[src/rtl/npc_pc_unit_pkg.sv]
// Shared encodings, reset defaults and result types for the fetch PC unit.
// Imported by the interface, the next-PC calculator and the top.
package npc_pc_unit_pkg;

    localparam logic [2:0] BR_NONE  = 3'd0;
    localparam logic [2:0] BR_BEQ   = 3'd1;
    localparam logic [2:0] BR_BNE   = 3'd2;
    localparam logic [2:0] BR_BEZAL = 3'd3;
    localparam logic [2:0] BR_J     = 3'd4;
    localparam logic [2:0] BR_JAL   = 3'd5;
    localparam logic [2:0] BR_JR    = 3'd6;

    localparam logic [31:0] RESET_PC_DEFAULT = 32'h0000_3000;

    localparam logic [0:0] ST_BOOT = 1'b0;
    localparam logic [0:0] ST_RUN  = 1'b1;

    typedef struct packed {
        logic        taken;
        logic [31:0] target;
        logic        link_we;
        logic [31:0] link_pc;
        logic        jr_misalign;
    } npc_res_t;

    // Word offset of a conditional branch, sign-extended and scaled to bytes.
    function automatic logic [31:0] br_offset(input logic [15:0] imm);
        return {{14{imm[15]}}, imm, 2'b00};
    endfunction

endpackage

[src/rtl/npc_pc_unit_if.sv]
// D-stage branch inputs and fetch-side outputs of the PC unit.
// The pipeline drives through master; the PC unit attaches as slave.
interface npc_pc_unit_if #(
    parameter int CNT_W = 16
);
    logic             stall;
    logic             d_valid;
    logic [2:0]       d_br_type;
    logic             d_zero;
    logic             d_bezal;
    logic [31:0]      d_pc;
    logic [15:0]      d_imm16;
    logic [25:0]      d_index26;
    logic [31:0]      d_rs_val;
    logic [31:0]      f_pc;
    logic             f_valid;
    logic             d_taken;
    logic             d_link_we;
    logic [31:0]      d_link_pc;
    logic             align_err;
    logic [CNT_W-1:0] taken_cnt;

    modport master (
        output stall, d_valid, d_br_type, d_zero, d_bezal, d_pc, d_imm16, d_index26, d_rs_val,
        input  f_pc, f_valid, d_taken, d_link_we, d_link_pc, align_err, taken_cnt
    );

    modport slave (
        input  stall, d_valid, d_br_type, d_zero, d_bezal, d_pc, d_imm16, d_index26, d_rs_val,
        output f_pc, f_valid, d_taken, d_link_we, d_link_pc, align_err, taken_cnt
    );
endinterface

[src/rtl/npc_pc_unit_npc_calc.sv]
// Combinational branch resolution for the D stage: taken decision, target and link.
// en folds together D-stage valid and the unit being out of BOOT.
module npc_pc_unit_npc_calc
    import npc_pc_unit_pkg::*;
(
    input  logic        en,
    input  logic [2:0]  br_type,
    input  logic        zero,
    input  logic        bezal,
    input  logic [31:0] pc,
    input  logic [15:0] imm16,
    input  logic [25:0] index26,
    input  logic [31:0] rs_val,
    output npc_res_t    res
);
    logic [31:0] pc_plus4;
    logic [31:0] br_tgt;
    logic [31:0] j_tgt;

    assign pc_plus4 = pc + 32'd4;
    assign br_tgt   = pc_plus4 + br_offset(imm16);
    // Jump region comes from the delay-slot address, not the jump itself.
    assign j_tgt    = {pc_plus4[31:28], index26, 2'b00};

    always_comb begin
        res             = '0;
        res.link_pc     = pc + 32'd8;
        res.target      = pc_plus4;
        if (en) begin
            case (br_type)
                BR_BEQ: begin
                    res.taken  = zero;
                    res.target = br_tgt;
                end
                BR_BNE: begin
                    res.taken  = !zero;
                    res.target = br_tgt;
                end
                BR_BEZAL: begin
                    res.taken   = bezal;
                    res.target  = br_tgt;
                    res.link_we = bezal;
                end
                BR_J: begin
                    res.taken  = 1'b1;
                    res.target = j_tgt;
                end
                BR_JAL: begin
                    res.taken   = 1'b1;
                    res.target  = j_tgt;
                    res.link_we = 1'b1;
                end
                BR_JR: begin
                    res.taken       = 1'b1;
                    res.target      = rs_val;
                    res.jr_misalign = (rs_val[1:0] != 2'b00);
                end
                default: begin
                    res.taken = 1'b0;
                end
            endcase
        end
    end
endmodule

[src/rtl/npc_pc_unit.sv]
// Fetch PC register with next-PC select, sticky JR alignment error and taken-branch counter.
//  state   | meaning
//  ST_BOOT | first cycle after reset: fetch invalid, PC held, D stage ignored
//  ST_RUN  | normal fetch: PC advances or redirects on every unstalled edge
module npc_pc_unit
    import npc_pc_unit_pkg::*;
#(
    parameter logic [31:0] RESET_PC = RESET_PC_DEFAULT,
    parameter int          CNT_W    = 16
) (
    input logic          clk,
    input logic          reset,
    npc_pc_unit_if.slave bus
);
    logic [0:0]       state;
    logic [31:0]      pc;
    logic             err;
    logic [CNT_W-1:0] cnt;
    npc_res_t         res;
    logic             run;

    assign run = (state == ST_RUN);

    npc_pc_unit_npc_calc u_calc (
        .en      (run && bus.d_valid),
        .br_type (bus.d_br_type),
        .zero    (bus.d_zero),
        .bezal   (bus.d_bezal),
        .pc      (bus.d_pc),
        .imm16   (bus.d_imm16),
        .index26 (bus.d_index26),
        .rs_val  (bus.d_rs_val),
        .res     (res)
    );

    always_ff @(posedge clk or negedge reset) begin
        if (!reset) begin
            state <= ST_BOOT;
            pc    <= RESET_PC;
            err   <= 1'b0;
            cnt   <= '0;
        end else begin
            state <= ST_RUN;
            if (run && !bus.stall) begin
                pc <= res.taken ? res.target : pc + 32'd4;
                if (res.jr_misalign) begin
                    err <= 1'b1;
                end
                if (res.taken && (cnt != {CNT_W{1'b1}})) begin
                    cnt <= cnt + CNT_W'(1);
                end
            end
        end
    end

    assign bus.f_pc      = pc;
    assign bus.f_valid   = run;
    assign bus.d_taken   = res.taken;
    assign bus.d_link_we = res.link_we;
    assign bus.d_link_pc = res.link_pc;
    assign bus.align_err = err;
    assign bus.taken_cnt = cnt;
endmodule

[src/flat_wrapper.sv]
// flat-port wrapper written by rule: the top's interface ports become plain ports
module npc_pc_unit_flat import npc_pc_unit_pkg::*;
#(
    parameter logic [31:0] RESET_PC = RESET_PC_DEFAULT,
    parameter int          CNT_W    = 16
)
  (clk, reset, bus_stall, bus_d_valid, bus_d_br_type, bus_d_zero, bus_d_bezal, bus_d_pc, bus_d_imm16, bus_d_index26, bus_d_rs_val, bus_f_pc, bus_f_valid, bus_d_taken, bus_d_link_we, bus_d_link_pc, bus_align_err, bus_taken_cnt);
  npc_pc_unit_if #(.CNT_W(CNT_W)) bus_i ();
  input logic clk;
  input logic reset;
  input wire logic [$bits(bus_i.stall)-1:0] bus_stall;
  input wire logic [$bits(bus_i.d_valid)-1:0] bus_d_valid;
  input wire logic [$bits(bus_i.d_br_type)-1:0] bus_d_br_type;
  input wire logic [$bits(bus_i.d_zero)-1:0] bus_d_zero;
  input wire logic [$bits(bus_i.d_bezal)-1:0] bus_d_bezal;
  input wire logic [$bits(bus_i.d_pc)-1:0] bus_d_pc;
  input wire logic [$bits(bus_i.d_imm16)-1:0] bus_d_imm16;
  input wire logic [$bits(bus_i.d_index26)-1:0] bus_d_index26;
  input wire logic [$bits(bus_i.d_rs_val)-1:0] bus_d_rs_val;
  output wire logic [$bits(bus_i.f_pc)-1:0] bus_f_pc;
  output wire logic [$bits(bus_i.f_valid)-1:0] bus_f_valid;
  output wire logic [$bits(bus_i.d_taken)-1:0] bus_d_taken;
  output wire logic [$bits(bus_i.d_link_we)-1:0] bus_d_link_we;
  output wire logic [$bits(bus_i.d_link_pc)-1:0] bus_d_link_pc;
  output wire logic [$bits(bus_i.align_err)-1:0] bus_align_err;
  output wire logic [$bits(bus_i.taken_cnt)-1:0] bus_taken_cnt;
  assign bus_i.stall = bus_stall;
  assign bus_i.d_valid = bus_d_valid;
  assign bus_i.d_br_type = bus_d_br_type;
  assign bus_i.d_zero = bus_d_zero;
  assign bus_i.d_bezal = bus_d_bezal;
  assign bus_i.d_pc = bus_d_pc;
  assign bus_i.d_imm16 = bus_d_imm16;
  assign bus_i.d_index26 = bus_d_index26;
  assign bus_i.d_rs_val = bus_d_rs_val;
  assign bus_f_pc = bus_i.f_pc;
  assign bus_f_valid = bus_i.f_valid;
  assign bus_d_taken = bus_i.d_taken;
  assign bus_d_link_we = bus_i.d_link_we;
  assign bus_d_link_pc = bus_i.d_link_pc;
  assign bus_align_err = bus_i.align_err;
  assign bus_taken_cnt = bus_i.taken_cnt;
  npc_pc_unit #(.RESET_PC(RESET_PC), .CNT_W(CNT_W)) u_core (.clk(clk), .reset(reset), .bus(bus_i));
endmodule
[config.mk]
export PLATFORM = sky130hd
export DESIGN_NAME = npc_pc_unit_flat
export DESIGN_NICKNAME = d
export VERILOG_FILES = /design/src/rtl/npc_pc_unit_pkg.sv /design/src/rtl/npc_pc_unit_if.sv /design/src/rtl/npc_pc_unit_npc_calc.sv /design/src/rtl/npc_pc_unit.sv /design/src/flat_wrapper.sv
export SDC_FILE = /design/constraint.sdc
export NUM_CORES = 1
export LEC_CHECK = 0
export ABC_AREA = 1
export ABC_CLOCK_PERIOD_IN_PS = 2700
export BUFFER_PORTS_ARGS = -buffer_cell sky130_fd_sc_hd__clkbuf_2
export CORE_ASPECT_RATIO = 1.4
export CORE_UTILIZATION = 38
export DETAILED_ROUTE_END_ITERATION = 6
export GPL_TIMING_DRIVEN = 0
export PLACE_DENSITY = 0.64
export SETUP_SLACK_MARGIN = 0.15
export SLEW_MARGIN = 30
export SYNTH_ARGS = -nofsm -noshare
export SYNTH_HDL_FRONTEND = slang
export SYNTH_SLANG_ARGS = --single-unit
[constraint.sdc]
create_clock -name clk -period 2.7 [get_ports clk]
set_input_delay 0.54 -clock clk [delete_from_list [all_inputs] [get_ports clk]]
set_output_delay 0.54 -clock clk [all_outputs]
set_load 0.005 [all_outputs]
# Word-level counts from Yosys, hierarchy flattened
# Cells that the tools add are included.
totals:
  register_bits: 50
  latch_bits: 0
  mem_bits_rw: 0
  rom_bits: 0
  input_bits: 115
  out_inout_bits: 84
  elab_cells: 34
  mem_count: 0
classes:
  n_addsub: 5
  mul: 0
  div: 0
  n_lt_le_gt_ge: 0
  eq_ne: 7
  shifts: 0
  muxes: 7
  n_bitwise: 0
  reduce_logical: 11
ops:
  columns: ["op", "count"]
  rows:
  - ["case mux 32 bit (3 select lines)", 1]
  - ["adder 32 x 3 -> 32 bit, second input constant", 2]
  - ["two-way mux 34 bit", 1]
  - ["adder 32 bit", 1]
  - ["adder 32 x 4 -> 32 bit, second input constant", 1]
  - ["two-way mux 32 bit", 1]
  - ["adder 16 x 1 -> 16 bit, second input constant", 1]
  - ["inequality test 16 bit, second input constant", 1]
  - ["equality test 3 bit, second input constant", 3]
  - ["equality test 3 x 2 -> 1 bit, second input constant", 2]
  - ["OR reduction 3 bit", 2]
  - ["case mux 1 bit (4 select lines)", 1]
  - ["AND reduction 2 bit", 2]
  - ["equality test 3 x 1 -> 1 bit, second input constant", 1]
  - ["logical AND 1 bit", 3]
  - ["logical NOT 1 bit", 2]
  - ["two-way mux 1 bit", 2]
  - ["case mux 1 bit (2 select lines)", 1]
  - ["nonzero test 2 bit", 1]
  - ["OR reduction 2 bit", 1]

# Logic depth before layout (Yosys ltp)
# Gate-level depths: netlist (run 1).
logic_depth:
  depth_word: 6
  ltp_mapped: 27
  ltp_nobuf: 27

# Hierarchy
# From an unflattened synthesis (run 1), not the netlist that was laid out.
unflattened:
  cells_unflattened: 1305
  area_unflattened_um2: 7477.2
modules_own_cells:
  columns: ["mod", "instances", "cells_each", "area_each_um2", "seq_area_each_um2"]
  rows:
  - ["npc_pc_unit_npc_calc", 1, 786, 4135.2, 0.0]
  - ["npc_pc_unit", 1, 519, 3342.0, 1253.7]

# Worst setup path before layout (run 1)
# OpenSTA, ideal clock, no wires.
synth_timing:
  path_type: "input to register"
  start: "input port bus_d_pc[3]"
  end: "register u_core.pc[30] (netlist: u_core.bus.f_pc[30])"
  setup_time_ps: 116
  arrival_ps: 3040
  t_required_ps: 2584
  path_slack_ps: -456
  path_stages: 22
  path_buffers: 0
  cell_sequence: "ha_1 -> inv_1 -> nor2_2 -> inv_2 -> nor2_2 -> inv_2 -> nor2_1 -> nand3_1 -> xnor2_1 -> mux2i_1 -> inv_1 -> ha_1 -> a21oi_1 -> o21ai_0 -> a21oi_1 -> nor2_1 -> nor2_1 -> nand3b_1 -> nand3_1 -> nand2_1 -> nand2_1 -> nand2_1"
synth_via:
  elab_chain_cells: 5
synth_rtl:
  columns: ["element", "line_no", "source"]
  rows:
  - ["from (decl)", "flat_wrapper.sv:16", "input wire logic [$bits(bus_i.d_pc)-1:0] bus_d_pc;"]
  - ["adder 32 x 3 -> 32 bit *", "npc_pc_unit_npc_calc.sv:20", "assign pc_plus4 = pc + 32'd4;"]
  - ["adder 32 bit", "npc_pc_unit_npc_calc.sv:21", "assign br_tgt = pc_plus4 + br_offset(imm16);"]
  - ["case mux 32 bit (3 select lines)", "npc_pc_unit_npc_calc.sv:30", "case (br_type)"]
  - ["two-way mux 34 bit *", "npc_pc_unit_npc_calc.sv:29", "if (en) begin"]
  - ["two-way mux 32 bit *", "npc_pc_unit.sv:45", "pc <= res.taken ? res.target : pc + 32'd4;"]
  - ["to (signal assigned)", "npc_pc_unit.sv:45", null]
  - ["to (decl)", "npc_pc_unit.sv:16", "logic [31:0] pc;"]
# Mark *: on every way between the ends. The rest lies on a longest branch, timed or not.
# A chain may end at the register's enable or synchronous reset.

# Final worst setup path (run 1)
layout_timing:
  start: "input port bus_d_pc[3]"
  end: "register u_core.pc[27] (netlist: u_core.bus.f_pc[27])"
# The elaborated chain is that of the path after synthesis.

==> results of run 1 <==
[final cells by class]
type / instances / share of cell area (%)
inverter: 165 / 6.10
buffer: 26 / 1.11
multi-input combinational: 941 / 60.2
timing repair buffer: 272 / 16.2
clock buffer: 6 / 1.34
sequential: 50 / 12.1
clock inverter: 2 / 0.157
tap: 240 / 2.89
[power by group]
group	internal [mW]	switching (mW)
Combinational	0.851	1.16
Sequential	0.908	0.216
Clock	0.373	0.296
Total	2.13	1.67
[sequential cells by signal, indices dropped and copies added, names as in the netlist]
name                  cells
u_core.bus.taken_cnt     16
u_core.bus.f_pc          32
u_core.bus.f_valid        1
u_core.bus.align_err      1
[what timing repair did]
action | 4_1_cts | 5_1_grt
gates cloned | 0 | 0
buffers inserted | 52 | 24
endpoints found under the setup margin | 35 | 34
gates resized for setup | 172 | 180
pin swaps | 76 | 105
[synthesized netlist by cell type (all sizes together) (2+ instances only)]
cell type / count
a21oi: 64
xor2: 59
o211ai: 8
clkbuf: 19
a22oi: 4
nand4: 33
nor4: 6
nand3: 81
nand3b: 7
inv: 164
and2: 3
a31oi: 4
buf: 7
nor3: 20
dfstp: 2
a221oi: 7
ha: 37
o21bai: 9
mux2i: 3
or2: 8
nand2: 371
nor2: 138
o21a: 2
dfrtp: 48
xnor2: 18
o21ai: 43
a22o: 9
[how the worst max path moves through the flow]
stage	depth (start not counted)	from	endpoint
floorplan	23	bus_d_pc[3]	u_core.bus.f_pc[27]$_DFFE_PN0P_
global placement	21	bus_d_pc[2]	u_core.bus.f_pc[27]$_DFFE_PN0P_
detailed placement	21	bus_d_pc[2]	u_core.bus.f_pc[27]$_DFFE_PN0P_
CTS	18	bus_d_pc[15]	u_core.bus.f_pc[27]$_DFFE_PN0P_
global route	24	bus_d_pc[3]	u_core.bus.f_pc[27]$_DFFE_PN0P_
finish	24	bus_d_pc[3]	u_core.bus.f_pc[27]$_DFFE_PN0P_
[routing by layer]
layer  global-route usage (%)  share of wire [%]
met2                     50.2                 52
met3                     2.46                4.7
met1                     30.6                 38
met4                     15.3                5.5
met5                        0                  0
[cell families after synthesis]
family          after synthesis  synth area share (%)
compound gates              154                  13.0
xor+xnor                     77                  9.69
fa+ha+maj                    38                  6.94
buf+inv                     191                  10.5
flops                        50                  18.0
mux                           4                 0.593
other cells                   1                0.0539
simple gates                667                  41.2
[worst reg2reg max path: cells and delay by family, from the launching register on]
kind | cells | cell delay [ps]
AND/OR/NAND/NOR | 10 | 1450
flip-flops | 1 | 430
adder cells (fa/ha/maj) | 1 | 200
AO/OA/AOI/OAI | 1 | 140
[stage by stage]
| stage | instance area [um2] | total power [mW] | hold WS (ps) |
|---|---|---|---|
| 2_1_floorplan | 7070 | 2.08 | 244 |
| 3_3_place_gp | 8360 | 2.67 | 489 |
| 3_5_place_dp | 8360 | 2.69 | 492 |
| 4_1_cts | 9560 | 3.58 | 347 |
| 5_1_grt | 10400 | 4.08 | 373 |
| 6_report | 10400 | 3.80 | 312 |
==> flow_metrics.py, run 1 <==
metrics = {
    "run_status": {
        "status": "finished, violations left",
        "violations": "setup timing",
    },
    "grt": {
        "first_global_vias": 8153,
        "antenna_found_initial": 0,
        "grt_max_degree": 51,
        "grt-ovfl-total": 0,
        "track_usage_pct": 27.5,
        "grt_pass1_wl_um": 40200,
    },
    "finish": {
        "post-route-util_pct": 57.9,
        "multiInputGateArea_um2": 6250,
        "layout_commonest_cell": "nand2_1",
        "drive_gt1_share_pct": 38.0,
        "final.fill_count": 1657,
        "syn_to_final_growth_pct": 49.2,
        "num_antenna_cells": 0,
        "layout_common_cells": "nand2_1, clkbuf_2, inv_1, nor2_1, buf_4",
        "fin_nets": 1614,
        "instances_no_fill": 1702,
        "seq_area_um2": 1250,
    },
    "floorplanning": {
        "row_count": 58,
        "coreArea_um2": 17900,
        "pin_count": 199,
        "start_util_pct": 38.8,
        "die_h_um": 162,
        "die_area_um2": 18900,
        "fp.dieW_um": 116,
    },
    "timing": {
        "max-slew-margin-rel_pct": 44.9,
        "clock_skew_ps": 3.30,
        "fin_crit_ps": 3090,
        "setup_ws_ps": -389,
        "rsz0062_at_grt": "yes",
        "fmax_mhz": 324,
        "hold_viol": 0,
        "maxSlewViolCount": 0,
        "setup_tns_ps": -4880,
        "finalCritPeriodShare_pct": 114,
        "worstMarginPinSlew_ps": 827,
        "setup_violations": 20,
    },
    "synthesis": {
        "yosysUniqueCellTypes": 46,
        "ys_ff_latch": 50,
        "synth-edff-count": 0,
        "yosysWarnings": 0,
        "yosysTopAreaCellShare_pct": 19.8,
        "netlist_area_um2": 6960,
        "synthTopCellsByArea": "nand2_1, dfrtp_1, inv_1, xor2_1, nor2_1",
        "synth_flop_cell": "dfrtp_1",
        "synth_cells": 1182,
        "synth_fp_nets": 1335,
        "avgSynthCellArea_um2": 5.89,
        "synth-seq-area-share_pct": 18.0,
        "yosysTopAreaCell": "nand2_1",
        "synthArstFlopShare_pct": 100,
    },
    "critical_path": {
        "slowest_delay_ps": 340,
        "r2r_slack_ps": 420,
        "cp_slowest_cell": "ha_4",
        "worst_setup_path_start_kind": "input port",
        "cp_top_family": "simple AND/OR/NAND/NOR gates",
        "worstReg2RegEnd": "u_core.bus.f_pc[22]$_DFFE_PN0P_",
        "path_cells": "buf_8 > ha_4 > inv_4 > nor2_4 > inv_2 > nor2_4 > inv_2 > nor2_4 > nand2_4 > nor2_4 > xor2_2 > mux2i_1 > inv_1 > ha_4 > nand2_4 > nor2_4 > nand2_2 > nor4_2 > nand2_1 > nand2_1 > o21ai_2 > o21ai_2 > nand2_1 > nand2_1",
        "path_buf_inv": 5,
        "worstPathMaxFanout": 4,
        "reg2reg_depth": 12,
        "reg2reg_from": "u_core.bus.f_pc[2]$_DFFE_PN0P_",
        "critPathRequiredTime_ps": 2930,
        "worstPathArrival_ps": 3320,
        "endpoint_kind": "flop",
        "crit_path_frequent_cell": "nor2_4",
        "worst-setup-path-type": "input port to flop",
    },
    "clocking": {
        "clk_path_buf_depth": 2,
        "cts_buffers": 5,
        "cts_tree": "yes",
        "hold_buffers": 0,
        "clock_sink_count": 50,
        "htreeDepth": 2,
        "root_buffer": "clkbuf_16",
        "insertion_delay_ps": 290,
        "path_clk_slew_ps": 70,
    },
    "detailed_routing": {
        "drtAntennaViolNets": 0,
        "drtIter0Drc": 599,
        "post-route-drc-count": 0,
        "wl_per_cell_um": 16.3,
        "wl_um": 27800,
        "num_vias": 8886,
        "avgViaCountPerCell": 5.22,
        "firstDrtPassIters": 6,
    },
    "placed_design": {
        "dp.cells": 1618,
        "numPortBuffers": 196,
        "gp_congestion": 0.967,
        "place_hpwl_um": 20800,
        "place_ws_ps": -1050,
    },
    "pwr": {
        "irDropWorstVdd_v": 0.000348,
        "p_leak_nw": 5.13,
        "powerDensity_nw_per_um2": 366,
    },
    "min_path": {
        "hold_path_class": "input port to asynchronous set/reset pin",
    },
    "run": {
        "cap_violations": 0,
    },
}
Power figures use the tool's default switching activity.
==> run 2, diff against run 1 <==
CELL_PAD_IN_SITES_DETAIL_PLACEMENT = 1   (was unset)
CELL_PAD_IN_SITES_GLOBAL_PLACEMENT = 1   (was unset)
CORE_UTILIZATION = 36   (was 38)
PLACE_DENSITY = 0.85   (was 0.64)
==> flow_metrics.py, run 2 (synthesis gave the netlist of run 1 again) <==
metrics = {
    "detailed_routing": {
        "avgViaCountPerCell": 5.86,
        "firstDrtPassIters": 5,
        "wl_per_cell_um": 23.9,
        "post-route-drc-count": 0,
        "drtAntennaViolNets": 0,
        "wl_um": 40800,
        "num_vias": 10000,
        "drtIter0Drc": 658,
    },
    "critical_path": {
        "startpoint": "bus_d_pc[3]",
        "path_buf_inv": 5,
        "slowest_delay_ps": 310,
        "crit_path_frequent_cell": "nor2_4",
        "worst_setup_path_start_kind": "input port",
        "reg2reg_from": "u_core.bus.f_pc[2]$_DFFE_PN0P_",
        "critPathRequiredTime_ps": 2940,
        "worstPathMaxFanout": 4,
        "path_cells": "clkbuf_16 > ha_4 > inv_2 > nor2_4 > inv_2 > nor2_4 > inv_4 > nor2_4 > nand3_2 > xnor2_2 > mux2i_1 > inv_2 > ha_4 > nand2_8 > nor2_4 > nand2_2 > nor4_4 > nand2_2 > nand2_1 > o21ai_1 > o21ai_2 > nand2_1 > nand2_1",
        "worst-setup-path-type": "input port to flop",
        "cp_slowest_cell": "ha_4",
        "endpoint_kind": "flop",
        "worstPathArrival_ps": 3630,
        "cp_top_family": "simple AND/OR/NAND/NOR gates",
    },
    "pwr": {
        "p_leak_nw": 5.30,
        "irDropWorstVdd_v": 0.000265,
        "p_total_mw": 4.20,
        "powerDensity_nw_per_um2": 390,
    },
    "timing": {
        "rsz0062_at_grt": "yes",
        "max-slew-margin-rel_pct": 40.1,
        "worstMarginPinSlew_ps": 899,
        "clock_skew_ps": 11.6,
        "maxSlewViolCount": 0,
        "fin_crit_ps": 3390,
        "setup_violations": 26,
        "finalCritPeriodShare_pct": 126,
        "setup_ws_ps": -689,
        "hold_viol": 0,
        "fmax_mhz": 295,
    },
    "placed_design": {
        "place_ws_ps": -1090,
        "place_hpwl_um": 24000,
        "gp_congestion": 0.942,
        "numPortBuffers": 196,
    },
    "clocking": {
        "insertion_delay_ps": 300,
        "cts_tree": "yes",
        "path_clk_slew_ps": 70,
        "clock_sink_count": 50,
        "htreeDepth": 2,
        "root_buffer": "clkbuf_16",
        "cts_buffers": 5,
        "clk_path_buf_depth": 2,
    },
    "grt": {
        "grt_pass1_wl_um": 55400,
        "grt_max_degree": 51,
        "grt-ovfl-total": 0,
        "antenna_found_initial": 1,
        "first_global_vias": 10400,
        "track_usage_pct": 35.5,
    },
    "finish": {
        "seq_area_um2": 1250,
        "num_antenna_cells": 0,
        "fin_nets": 1618,
        "multiInputGateArea_um2": 6530,
        "drive_gt1_share_pct": 40.7,
        "syn_to_final_growth_pct": 54.6,
        "largest_register_ffs": 32,
        "layout_commonest_cell": "nand2_1",
        "layout_common_cells": "nand2_1, clkbuf_2, inv_1, nor2_1, buf_4",
        "final.fill_count": 2482,
    },
    "floorplanning": {
        "coreArea_um2": 18800,
        "pin_count": 199,
        "fp.dieW_um": 120,
        "die_h_um": 167,
        "die_area_um2": 19900,
        "row_count": 59,
        "start_util_pct": 37.1,
    },
    "run_status": {
        "violations": "setup timing",
        "status": "finished, violations left",
    },
    "min_path": {
        "hold_path_class": "input port to asynchronous set/reset pin",
    },
    "run": {
        "cap_violations": 0,
    },
}
==> run 2: worst reg2reg max path, delay by kind of cell (launching register included) <==
kind | cells | cell delay [ps]
fa+ha+maj | 1 | 210
simple gates | 10 | 1470
compound gates | 1 | 150
flops | 1 | 440
==> run 2: path summary, 6_finish.rpt <==
kind | end | slack, ps | cells after the start
hold reg to reg | u_core.bus.f_pc[1]$_DFFE_PN0P_ | 510 | 1
max in group asynchronous | u_core.bus.f_pc[20]$_DFFE_PN0P_ | 1900 | 1
setup reg to reg | u_core.bus.f_pc[22]$_DFFE_PN0P_ | 350 | 12
min in group clk | u_core.bus.f_pc[1]$_DFFE_PN0P_ | 510 | 1
hold / removal | u_core.bus.taken_cnt[4]$_DFFE_PN0P_ | 310 | 1
setup / recovery | u_core.bus.f_pc[27]$_DFFE_PN0P_ | -690 | 23
==> run 2: routing by layer <==
layer	track usage, %	part of all wire [%]	wire length, um
met1	35.1	33	13500
met2	66.2	50	20500
met3	3.97	6.2	2540
met4	28.3	10	4240
met5	0	0.039	16
==> run 2: report_power, final <==
part	internal (mW)	total (mW)	leakage, nW	switching [mW]
clock network	0.467	0.774	0.0875	0.307
registers	0.908	1.13	0.598	0.223
logic	0.895	2.30	4.61	1.40
total	2.27	4.20	5.30	1.93
==> run 2: final cells by class <==
class	instances	share of cell area [%]
sequential	50	11.7
multi-input combinational	941	60.7
clock inverter	2	0.361
inverter	165	5.87
clock buffer	6	1.29
tap	244	2.84
timing repair buffer	276	16.2
buffer	26	1.09
==> run 2: what timing repair did <==
item	4_1_cts	5_1_grt
setup endpoints to repair	39	34
pin swaps	108	69
resized for setup	241	159
hold buffers	0	0
buffers inserted	56	24
==> run 2: metrics by stage <==
stage          hold slack, ps  cells  TNS [ps]  utilization, %  area (um2)
6_report                  307   1710    -11790            57.4       10800
4_1_cts                   341   1686     -3200            53.0        9930
3_5_place_dp              484   1622    -21140            44.6        8360
3_3_place_gp              479   1622    -19240            44.6        8360
5_1_grt                   355   1710    -16000            57.4       10800
2_1_floorplan             244   1182     -2640               -        7070
